<file path="src/rtl/cmpgt_max_seq.sv">
// cmpgt_max_seq: sequences an external W-bit greater-than comparator to find a frame's maximum
// and the index of its first occurrence.
module cmpgt_max_seq #(
    parameter int W  = 4,
    parameter int N  = 8,
    parameter int IW = 3
) (
    input  logic          clk,
    input  logic          rst_n,
    input  logic          start,
    input  logic          abort,
    input  logic          in_valid,
    input  logic [W-1:0]  in_data,
    output logic          in_ready,
    output logic [W-1:0]  cmp_a,
    output logic [W-1:0]  cmp_b,
    input  logic          cmp_gt,
    output logic          busy,
    output logic          done,
    output logic [W-1:0]  max_out,
    output logic [IW-1:0] max_idx
);
    typedef enum logic [1:0] {IDLE, FIRST, SCAN, DONE} state_t;
    localparam logic [IW-1:0] LAST = IW'(N - 1);
    state_t        r_state;
    logic [W-1:0]  r_cur_max;
    logic [IW-1:0] r_cur_idx;
    logic [IW-1:0] r_cnt;
    logic          w_accept;
    logic [W-1:0]  w_nxt_max;
    logic [IW-1:0] w_nxt_idx;
    assign in_ready  = (r_state == FIRST || r_state == SCAN) && !abort;
    assign w_accept  = in_valid && in_ready;
    assign busy      = r_state != IDLE;
    assign done      = r_state == DONE;
    assign cmp_a     = in_data;
    assign cmp_b     = r_cur_max;
    // Ties keep the incumbent so the earliest index wins.
    assign w_nxt_max = cmp_gt ? in_data : r_cur_max;
    assign w_nxt_idx = cmp_gt ? r_cnt : r_cur_idx;
    always_ff @(posedge clk or negedge rst_n) begin
        if (!rst_n) begin
            r_state   <= IDLE;
            r_cur_max <= '0;
            r_cur_idx <= '0;
            r_cnt     <= '0;
            max_out   <= '0;
            max_idx   <= '0;
        end else begin
            case (r_state)
                IDLE: begin
                    r_cnt <= '0;
                    if (start && !abort) r_state <= FIRST;
                end
                FIRST: begin
                    if (abort) r_state <= IDLE;
                    else if (w_accept) begin
                        r_cur_max <= in_data;
                        r_cur_idx <= '0;
                        r_cnt     <= IW'(1);
                        r_state   <= SCAN;
                    end
                end
                SCAN: begin
                    if (abort) r_state <= IDLE;
                    else if (w_accept) begin
                        r_cur_max <= w_nxt_max;
                        r_cur_idx <= w_nxt_idx;
                        r_cnt     <= r_cnt + IW'(1);
                        if (r_cnt == LAST) begin
                            max_out <= w_nxt_max;
                            max_idx <= w_nxt_idx;
                            r_state <= DONE;
                        end
                    end
                end
                default: r_state <= IDLE;
            endcase
        end
    end
endmodule

</file>
<file path="config.mk">
export PLATFORM = sky130hd
export DESIGN_NAME = cmpgt_max_seq
export DESIGN_NICKNAME = d
export VERILOG_FILES = /design/src/rtl/cmpgt_max_seq.sv
export SDC_FILE = /design/constraint.sdc
export NUM_CORES = 1
export LEC_CHECK = 0
export BUFFER_PORTS_ARGS = -buffer_cell sky130_fd_sc_hd__buf_2
export CORE_MARGIN = 8
export CORE_UTILIZATION = 40
export CTS_CLUSTER_DIAMETER = 100
export DETAILED_ROUTE_END_ITERATION = 10
export GPL_TIMING_DRIVEN = 0
export PLACE_DENSITY = 0.62
export SYNTH_ARGS = -nofsm -noshare
export SYNTH_HDL_FRONTEND = slang
export SYNTH_SLANG_ARGS = --single-unit
</file>
<file path="constraint.sdc">
create_clock -name clk -period 3.6 [get_ports clk]
set_input_delay 0.18 -clock clk [delete_from_list [all_inputs] [get_ports clk]]
set_output_delay 0.18 -clock clk [all_outputs]
set_load 0.05 [all_outputs]
</file>
==> impl_metrics.ini, run 1 <==
[clock_tree]
cts_tree = done
insertion_delay_ns = 0.29
clk_path_buf_depth = 2
cts_made_buffers = 3
cts_setup_buffers = 0
clkTransAtPathRegs_ns = 0.10
cts.sinks = 19
postCtsHoldBufs = 1
ctsRootBufferMaster = clkbuf_4
h-tree-depth = 1
cts_resized = 0

[finish]
syn_to_final_growth_pct = 19.1
fin_nets = 145
seq_area_um2 = 475
finalNonFillerCells = 159
antennaDiodeCount = 0
multi_input_comb_area_um2 = 547
layout-drive-gt1-share_pct = 43.8
post-route-util_pct = 48.9
fill_cells = 266

[routing]
avgViaCountPerCell = 4.99
post-route-drc-count = 0
post_drt_wl_per_cell_um = 13.8
wl_um = 2200
drt_first_pass_iters = 4
vias = 793
first_iter_violations = 44
ant_nets = 0

[timing]
slew_viol_final = 0
slew_headroom_pct = 71.7
finalHoldViolCount = 0
fin_skew_ns = 0.00387
setup_tns_ns = 0
fmax_ghz = 0.552
fin_crit_ns = 1.81
tightest_slew_ns = 0.425
rsz0062_at_grt = false
period_share_pct = 50.3
setup_viol = 0

[yosys]
synthArstFlopShare_pct = 100
ys_seq_area_share_pct = 43.1
synth_nets = 112
avgSynthCellArea_um2 = 11.5
synth-seq-cells = 19
netlist_area_mm2 = 0.00110
synth_common_cells = 19 x dfrtp_1, 9 x mux2_2, 8 x nand2_1, 7 x inv_1, 7 x mux2_4
synth.most_common_cell = dfrtp_1
synth_top_area_share_pct = 43.1
yosysTopAreaCell = dfrtp_1
synth-edff-count = 0
synthTopCellsByArea = dfrtp_1 43%, mux2_4 9.5%, mux2_2 9.2%
synthCells = 96
synth.distinct_cells = 29
yosysWarnings = 0
synth_ff_type = dfrtp_1

[global_routing]
grt_max_degree = 20
grt_usage_pct = 10.5
grt_pass1_wl_um = 3730
gr-total-overflow = 0
antenna_found_initial = 0
grt_pass1_vias = 837

[floorplanning]
core_mm2 = 0.00269
dieHeight_um = 68.5
die_x_um = 68.5
start_util_pct = 41.0
num_rows = 19
fp.dieArea_mm2 = 0.00469
pin_count = 28

[critical_path]
end_kind = flip-flop
startpoint_type = flip-flop
crit_arrival_ns = 2.00
required_ns = 3.79
critPathMaxFanout = 10
path_class = reg -> reg

[status]
status = completed

[placed_design]
gp_congestion = 0.759
dp_hpwl_um = 1720
port_buffers = 27
dp.cells = 154

[power_and_ir_drop]
power_leakage_nw = 0.707
powerDensity_mw_per_mm2 = 628
ir_worst_vdd_mv = 0.417

[flow_run]
maxCapViolCount = 0

[hold_path]
hp-class = in -> reg
[cell type report]
class / instances / area share, %
Buffer: 7 / 4.10
Clock buffer: 4 / 2.00
Inverter: 7 / 2.00
Tap cell: 31 / 2.96
Multi-Input combinational cell: 63 / 41.7
Sequential cell: 19 / 36.2
Timing Repair Buffer: 28 / 11.1
[logic make-up (layout without fill, tap and decap cells)]
| logic type | Yosys count | after routing | share of synthesized area [%] |
|---|---|---|---|
| AND/OR/NAND/NOR | 23 | 23 | 12.0 |
| AO/OA/AOI/OAI | 17 | 17 | 11.1 |
| buffers and inverters | 14 | 46 | 7.26 |
| multiplexers | 17 | 17 | 19.6 |
| flip-flops | 19 | 19 | 43.1 |
| adder cells (fa/ha/maj) | 6 | 6 | 6.81 |
[where the power goes]
part	internal (mW)	total, mW	leakage (nW)	switching (mW)
Clock	0.0431	0.106	0.0150	0.0634
Combinational	0.148	0.436	0.437	0.288
Sequential	0.253	0.282	0.255	0.0283
[per-layer routing]
metal	wire length, um	track usage, %	vias to the layer above
met5	0	0	-
met2	967	16.8	24
li1	-	-	398
met3	182	2.75	4
met1	1010	12.8	367
met4	39	5.12	0
[final timing paths]
path / start / to / slack (ns) / depth (start not counted)
setup reg to reg: r_state[0] / cmp_b[3] / 1.79 / 5
hold reg to reg: r_cur_idx[2] / r_cur_idx[2] / 0.52 / 1
setup / recovery: r_state[0] / cmp_b[3] / 1.79 / 5
min in group asynchronous: rst_n / r_cur_idx[0] / 0.35 / 2
hold / removal: in_data[3] / cmp_b[3] / 0.14 / 2
max in group asynchronous: rst_n / max_out[2] / 2.96 / 2
[stage by stage]
| stage | instance area (um2) | setup WS, ns | power, mW | hold slack [ns] |
|---|---|---|---|---|
| 4_1_cts | 1310 | 1.78 | 0.832 | 0.142 |
| 5_1_grt | 1310 | 1.67 | 0.887 | 0.132 |
| 3_3_place_gp | 1280 | 1.79 | 0.716 | 0.144 |
| 3_5_place_dp | 1280 | 1.79 | 0.725 | 0.144 |
| 6_report | 1310 | 1.79 | 0.824 | 0.142 |
| 2_1_floorplan | 1100 | 2.00 | 0.626 | -0.116 |
[flip-flops by register name, summed over array words and instances, names as in the netlist]
name	count
r_state	2
cmp_b	4
max_out	4
r_cur_idx	3
max_idx	3
r_cnt	3
[cells in the final DEF, fill, tap and decap left out, types with 2 or more instances in the layout]
| cell | synthesis | layout |
|---|---|---|
| a22o_1 | 3 | 3 |
| o21ai_0 | 4 | 4 |
| nand2_1 | 8 | 8 |
| ha_1 | 6 | 6 |
| a21oi_1 | 2 | 2 |
| clkbuf_4 | 0 | 3 |
| buf_2 | 1 | 28 |
| dfrtp_1 | 19 | 19 |
| mux2_4 | 7 | 7 |
| mux2_2 | 9 | 9 |
| inv_1 | 7 | 7 |
| buf_4 | 5 | 5 |
| or2_1 | 2 | 2 |
| o221ai_1 | 2 | 2 |
| nand3_1 | 3 | 3 |
| nand2b_1 | 4 | 4 |
[worst max-delay path, stage by stage, from the launching register on]
cell      delay (ns)
dfrtp_1         0.40
inv_1           0.08
ha_1            0.35
nand3b_2        0.20
nor2_2          0.31
mux2_2          0.37
Note: power is estimated with default switching activity, not from simulation.
==> run 2, diff against run 1 <==
--- a/config.mk
+++ b/config.mk
@@ -5,6 +5,7 @@
 export SDC_FILE = /design/constraint.sdc
 export NUM_CORES = 1
 export LEC_CHECK = 0
+export ABC_AREA = 1
 export BUFFER_PORTS_ARGS = -buffer_cell sky130_fd_sc_hd__buf_2
 export CORE_MARGIN = 8
 export CORE_UTILIZATION = 40
==> constraint.sdc (replaced) <==
create_clock -name clk -period 1.8 [get_ports clk]
set_input_delay 0.09 -clock clk [delete_from_list [all_inputs] [get_ports clk]]
set_output_delay 0.09 -clock clk [all_outputs]
set_load 0.05 [all_outputs]
==> run 2 against run 1 <==
Synthesized area is 1.8% higher. Routed wire length up 0.95%. Sequential share of layout area down 0.58 points. Synthesized cell count is 43% higher. Die area is 1.4% higher. Critical path depth did not move. Clock skew up 0.0058 ns. Flip-flop and latch count stayed put.
==> impl_metrics.ini, run 2 <==
[status]
status = completed

[yosys]
yosysWarnings = 0
synth_nets = 153
synth_ff_type = dfrtp_1
synth_top_area_share_pct = 42.4
synthTopCellsByArea = dfrtp_1 42%, nand2_1 15%, ha_1 6.7%
synthArstFlopShare_pct = 100
synth_common_cells = 45 x nand2_1, 19 x dfrtp_1, 12 x inv_1, 12 x nand3_1
synth-seq-cells = 19
synthCells = 137
avgSynthCellArea_um2 = 8.19
ys_seq_area_share_pct = 42.4
yosysTopAreaCell = dfrtp_1
synth-edff-count = 0
synth.most_common_cell = nand2_1
netlist_area_mm2 = 0.00112
synth.distinct_cells = 22

[power_and_ir_drop]
pwr-share-clk_pct = 12.6
power_leakage_nw = 0.738
combPwrFrac_pct = 51.9
intPower_mw = 0.835
power_switching_mw = 0.808
powerDensity_mw_per_mm2 = 1230
seqPwrFrac_pct = 35.4
ir_worst_vdd_mv = 0.621
p_sw_share_pct = 49.2

[finish]
layout.cells.most_common_list = 45 x nand2_1, 29 x buf_2, 19 x dfrtp_1
fin_nets = 186
layout-drive-gt1-share_pct = 32.0
syn_to_final_growth_pct = 18.8
antennaDiodeCount = 0
final_common_cell = nand2_1

[routing]
post_drt_wl_per_cell_um = 11.1
first_iter_violations = 38
vias = 946
wl_um = 2220
drt_first_pass_iters = 4
ant_nets = 0
avgViaCountPerCell = 4.73
post-route-drc-count = 0

[timing]
setup_tns_ns = 0
fmax_ghz = 0.616
slew_viol_final = 0
fin_crit_ns = 1.62
tightest_slew_ns = 0.405
setup_viol = 0
rsz0062_at_grt = false
fin_skew_ns = 0.00967
hold_ws_ns = 0.0795
finalHoldViolCount = 0
period_share_pct = 90.2
slew_headroom_pct = 73.0

[clock_tree]
insertion_delay_ns = 0.30
clk_path_buf_depth = 2
clkTransAtPathRegs_ns = 0.09
ctsRootBufferMaster = clkbuf_4
cts_resized = 0
h-tree-depth = 1
cts_tree = done
cts.sinks = 19
postCtsHoldBufs = 1
cts_made_buffers = 3
cts_setup_buffers = 0

[critical_path]
startpoint_type = flip-flop
cpMostUsedCell = inv_1
required_ns = 1.71
crit_chain = inv_1 > ha_1 > inv_1 > nor2_1 > buf_2
end_kind = primary output
cpPeakStageDelay_ns = 0.40
path_class = reg -> out
critPathSlowestCell = dfrtp_1
critPathMaxFanout = 4
crit_arrival_ns = 1.53

[floorplanning]
fp.dieArea_mm2 = 0.00476
num_rows = 19
start_util_pct = 41.4
die_x_um = 69.0
dieHeight_um = 69.0
pin_count = 28
core_mm2 = 0.00271

[global_routing]
grt_pass1_vias = 847
gr-total-overflow = 0
grt_max_degree = 20
grt_pass1_wl_um = 3750
antenna_found_initial = 0
grt_usage_pct = 10.2

[placed_design]
dp_hpwl_um = 1820
port_buffers = 27
gp_congestion = 0.836

[hold_path]
hp-class = in -> reg

[flow_run]
maxCapViolCount = 0
-- run 2: changes by cell type after synthesis, sizes merged, moves of 3 or more --
cell    previous run  this run
nand2              8        49
inv                7        16
nand2b             5         0
nand3              3        13
a22o               3         0
mux2              16         0
and2               0         4
o211ai             0         5
o21ai              4        12
-- run 2: logic make-up (layout without fill, tap and decap cells) --
family / after synthesis / in the layout / synth area share, %
AO/OA/AOI/OAI: 18 / 18 / 10.5
buffers and inverters: 23 / 55 / 9.92
flip-flops: 19 / 19 / 42.4
AND/OR/NAND/NOR: 71 / 71 / 30.5
adder cells (fa/ha/maj): 6 / 6 / 6.69
-- run 2: worst max-delay path, delay by kind of cell, from the launching register on --
kind          cells  cell delay [ns]
simple gates      1             0.07
buf+inv           3             0.40
fa+ha+maj         1             0.37
flops             1             0.40
-- run 2: metrics by stage --
| stage | setup slack [ns] | utilization (%) | area [um2] | cells | power (mW) |
|---|---|---|---|---|---|
| after floorplan | 0.247 | - | 1120 | 137 | 1.26 |
| after global placement | 0.239 | 47.8 | 1300 | 195 | 1.44 |
| after CTS | 0.151 | 49.2 | 1330 | 200 | 1.67 |
| after global routing | 0.0549 | 49.2 | 1330 | 200 | 1.78 |
| final | 0.177 | 49.2 | 1330 | 200 | 1.64 |
| after detailed placement | 0.208 | 47.8 | 1300 | 195 | 1.45 |
-- run 2: area by class of cell --
class,instances,area (um2)
Fill cell,293,1380
Clock buffer,3,22.5
Inverter,16,60.1
Multi-Input combinational cell,95,536
Clock inverter,1,5.00
Timing Repair Buffer,28,145
Buffer,7,51.3
Sequential cell,19,475
Tap cell,31,38.8
-- run 2: final timing paths --
check                      slack [ns]  depth (start not counted)           end        from
max in group asynchronous        1.26                          2    r_state[0]       rst_n
setup reg to reg                 0.23                          8    max_out[1]  r_state[0]
min in group asynchronous        0.25                          2  r_cur_idx[2]       rst_n
hold / removal                   0.08                          3      cmp_b[0]  in_data[0]
hold reg to reg                  0.48                          2    max_idx[2]  max_idx[2]
setup / recovery                 0.18                          5      in_ready  r_state[0]
-- run 2: routing by layer --
| metal | wire (um) | track usage [%] |
|---|---|---|
| met1 | 957 | 12.4 |
| met2 | 1080 | 16.5 |
| met3 | 170 | 4.52 |
| met4 | 13 | 2.26 |
| met5 | 0 | 0 |
-- run 2: power groups by stage --
stage          sequential, mW  combinational (mW)  clock, mW
3_3_place_gp            0.589               0.851          0
3_5_place_dp            0.592               0.860          0
5_1_grt                 0.593               0.948      0.243
2_1_floorplan           0.720               0.539          0
6_report                0.582               0.853      0.208
4_1_cts                 0.583               0.864      0.220
==> run 3, diff against run 2 <==
--- a/config.mk
+++ b/config.mk
@@ -13,6 +13,7 @@
 export DETAILED_ROUTE_END_ITERATION = 10
 export GPL_TIMING_DRIVEN = 0
 export PLACE_DENSITY = 0.62
+export RECOVER_POWER = 100
 export SYNTH_ARGS = -nofsm -noshare
 export SYNTH_HDL_FRONTEND = slang
 export SYNTH_SLANG_ARGS = --single-unit
==> constraint.sdc (replaced) <==
create_clock -name clk -period 1.5 [get_ports clk]
set_input_delay 0.075 -clock clk [delete_from_list [all_inputs] [get_ports clk]]
set_output_delay 0.075 -clock clk [all_outputs]
set_load 0.05 [all_outputs]
==> run 3 against run 2 <==
Clock power grew 27%. Flip-flop and latch count did not move. Critical path depth up 3. Clock-buffer cell count unchanged. Power rose by 39%. Sequential share of layout area down 4.2 points. Routed wire length grew 14%. Die area unchanged. Sequential power grew 21%. Core utilization rose by 6.6 points. Non-clock buffer count increased by 11.
==> impl_metrics.ini, run 3 (synthesized netlist as in run 2, its figures left out) <==
[status]
status = completed

[global_routing]
grt_usage_pct = 10.5
grt_max_degree = 20
gr-total-overflow = 0
grt_pass1_vias = 886
antenna_found_initial = 0
grt_pass1_wl_um = 3920

[critical_path]
path_class = reg -> reg
cpPeakStageDelay_ns = 0.42
end_kind = flip-flop
required_ns = 1.72
crit_chain = inv_2 > ha_4 > nand3_4 > nor2_8 > nand2_4 > clkbuf_16 > nand2_2 > nand2_1
timing.rr.start = r_state[1]
startpoint = r_state[1]
crit_arrival_ns = 1.70
startpoint_type = flip-flop
critPathSlowestCell = dfrtp_1
critPathMaxFanout = 5

[timing]
fmax_ghz = 0.673
finalHoldViolCount = 0
rsz0062_at_grt = true
tightest_slew_ns = 1.01
period_share_pct = 99.1
slew_headroom_pct = 32.6
timing.final.ws_setup_ns = 0.0130
setup_tns_ns = 0
fin_crit_ns = 1.49
fin_skew_ns = 0.0162
setup_viol = 0
slew_viol_final = 0

[placed_design]
dpl_cell_area_mm2 = 0.00130
place_ws_ns = -0.0737
port_buffers = 27
gp_congestion = 0.870
dp_hpwl_um = 1830
dp.cells = 195

[finish]
fin_area_mm2 = 0.00151
fin_nets = 198
fill_cells = 270
layout-drive-gt1-share_pct = 34.3
antennaDiodeCount = 0
layout.cells.most_common_list = 41 x nand2_1, 19 x dfrtp_1, 16 x clkbuf_1
syn_to_final_growth_pct = 34.7
finalNonFillerCells = 212
final_common_cell = nand2_1
post-route-util_pct = 55.8

[clock_tree]
cts.sinks = 19
cts_made_buffers = 3
clkTransAtPathRegs_ns = 0.12
ctsRootBufferMaster = clkbuf_4
h-tree-depth = 1
clk_path_buf_depth = 2
cts_tree = done
insertion_delay_ns = 0.31

[routing]
first_iter_violations = 62
post_drt_wl_per_cell_um = 12.0
avgViaCountPerCell = 4.74
vias = 1005
ant_nets = 0
wl_um = 2540
drt_first_pass_iters = 4
post-route-drc-count = 0

[floorplanning]
num_rows = 19
fp.dieArea_mm2 = 0.00476
core_mm2 = 0.00271
dieHeight_um = 69.0
die_x_um = 69.0
pin_count = 28
start_util_pct = 41.4

[hold_path]
hp-class = in -> reg
holdCritStartpoint = in_data[1]

[power_and_ir_drop]
powerDensity_mw_per_mm2 = 1510
power_leakage_nw = 0.766
ir_worst_vdd_mv = 1.12

[flow_run]
maxCapViolCount = 0
[run 3: cell count changes in the layout (fill, tap and decap cells not counted), sizes merged]
cell and change:
clkbuf +19, buf -8, nor2 +1
[run 3: metrics by stage]
| step | total power, mW | hold slack (ns) |
|---|---|---|
| 2_1_floorplan | 1.52 | -0.221 |
| 3_3_place_gp | 1.73 | 0.0339 |
| 3_5_place_dp | 1.74 | 0.0420 |
| 4_1_cts | 2.10 | 0.0466 |
| 5_1_grt | 2.44 | 0.0698 |
| 6_report | 2.28 | 0.0604 |
[run 3: worst max-delay path: cells and delay by family, from the launching register on]
| kind | cells | cell delay (ns) |
|---|---|---|
| AND/OR/NAND/NOR | 5 | 0.46 |
| buffers and inverters | 2 | 0.23 |
| adder cells (fa/ha/maj) | 1 | 0.29 |
| flip-flops | 1 | 0.42 |
[run 3: cell type report]
| cell class | instances | area (um2) | share of cell area, % |
|---|---|---|---|
| multi-input cells | 96 | 602 | 39.8 |
| flip-flops and latches | 19 | 475 | 31.5 |
| repair buffers | 39 | 250 | 16.6 |
| inverters | 16 | 60.1 | 3.97 |
| plain buffers | 7 | 57.6 | 3.81 |
| well taps | 31 | 38.8 | 2.57 |
| clock buffers | 3 | 22.5 | 1.49 |
| clock inverters | 1 | 5.00 | 0.331 |
[run 3: timing repair]
item | 4_1_cts | 5_1_grt
cloned | 0 | 2
endpoints found under the setup margin | 12 | 18
hold buffers | 1 | 0
pin swaps | 0 | 5
resized for setup | 2 | 22
setup buffers | 3 | 7
hold endpoints to repair | 19 | 0
[run 3: final timing paths]
| kind | to | cells after the start | slack [ns] |
|---|---|---|---|
| worst max-delay path | max_idx[0] | 8 | 0.01 |
| worst min-delay path | cmp_b[1] | 3 | 0.06 |
| worst max register to register | max_idx[0] | 8 | 0.01 |
| worst min register to register | max_out[0] | 2 | 0.49 |
| max in group asynchronous | cmp_b[1] | 2 | 0.42 |
| min in group asynchronous | r_cur_idx[2] | 2 | 0.45 |
[run 3: report_power, final]
part	switching (mW)	internal (mW)	total, mW
clock network	0.164	0.0996	0.264
logic	0.842	0.476	1.32
registers	0.0785	0.623	0.702
[run 3: per-layer routing]
layer  routed length, um  up-vias  GRT usage (%)
met3                 109        2           3.39
met1                1120      465           13.6
met2                1290       15           16.5
met4                  13        0           3.01
met5                   0        -              0
li1                    -      523              -
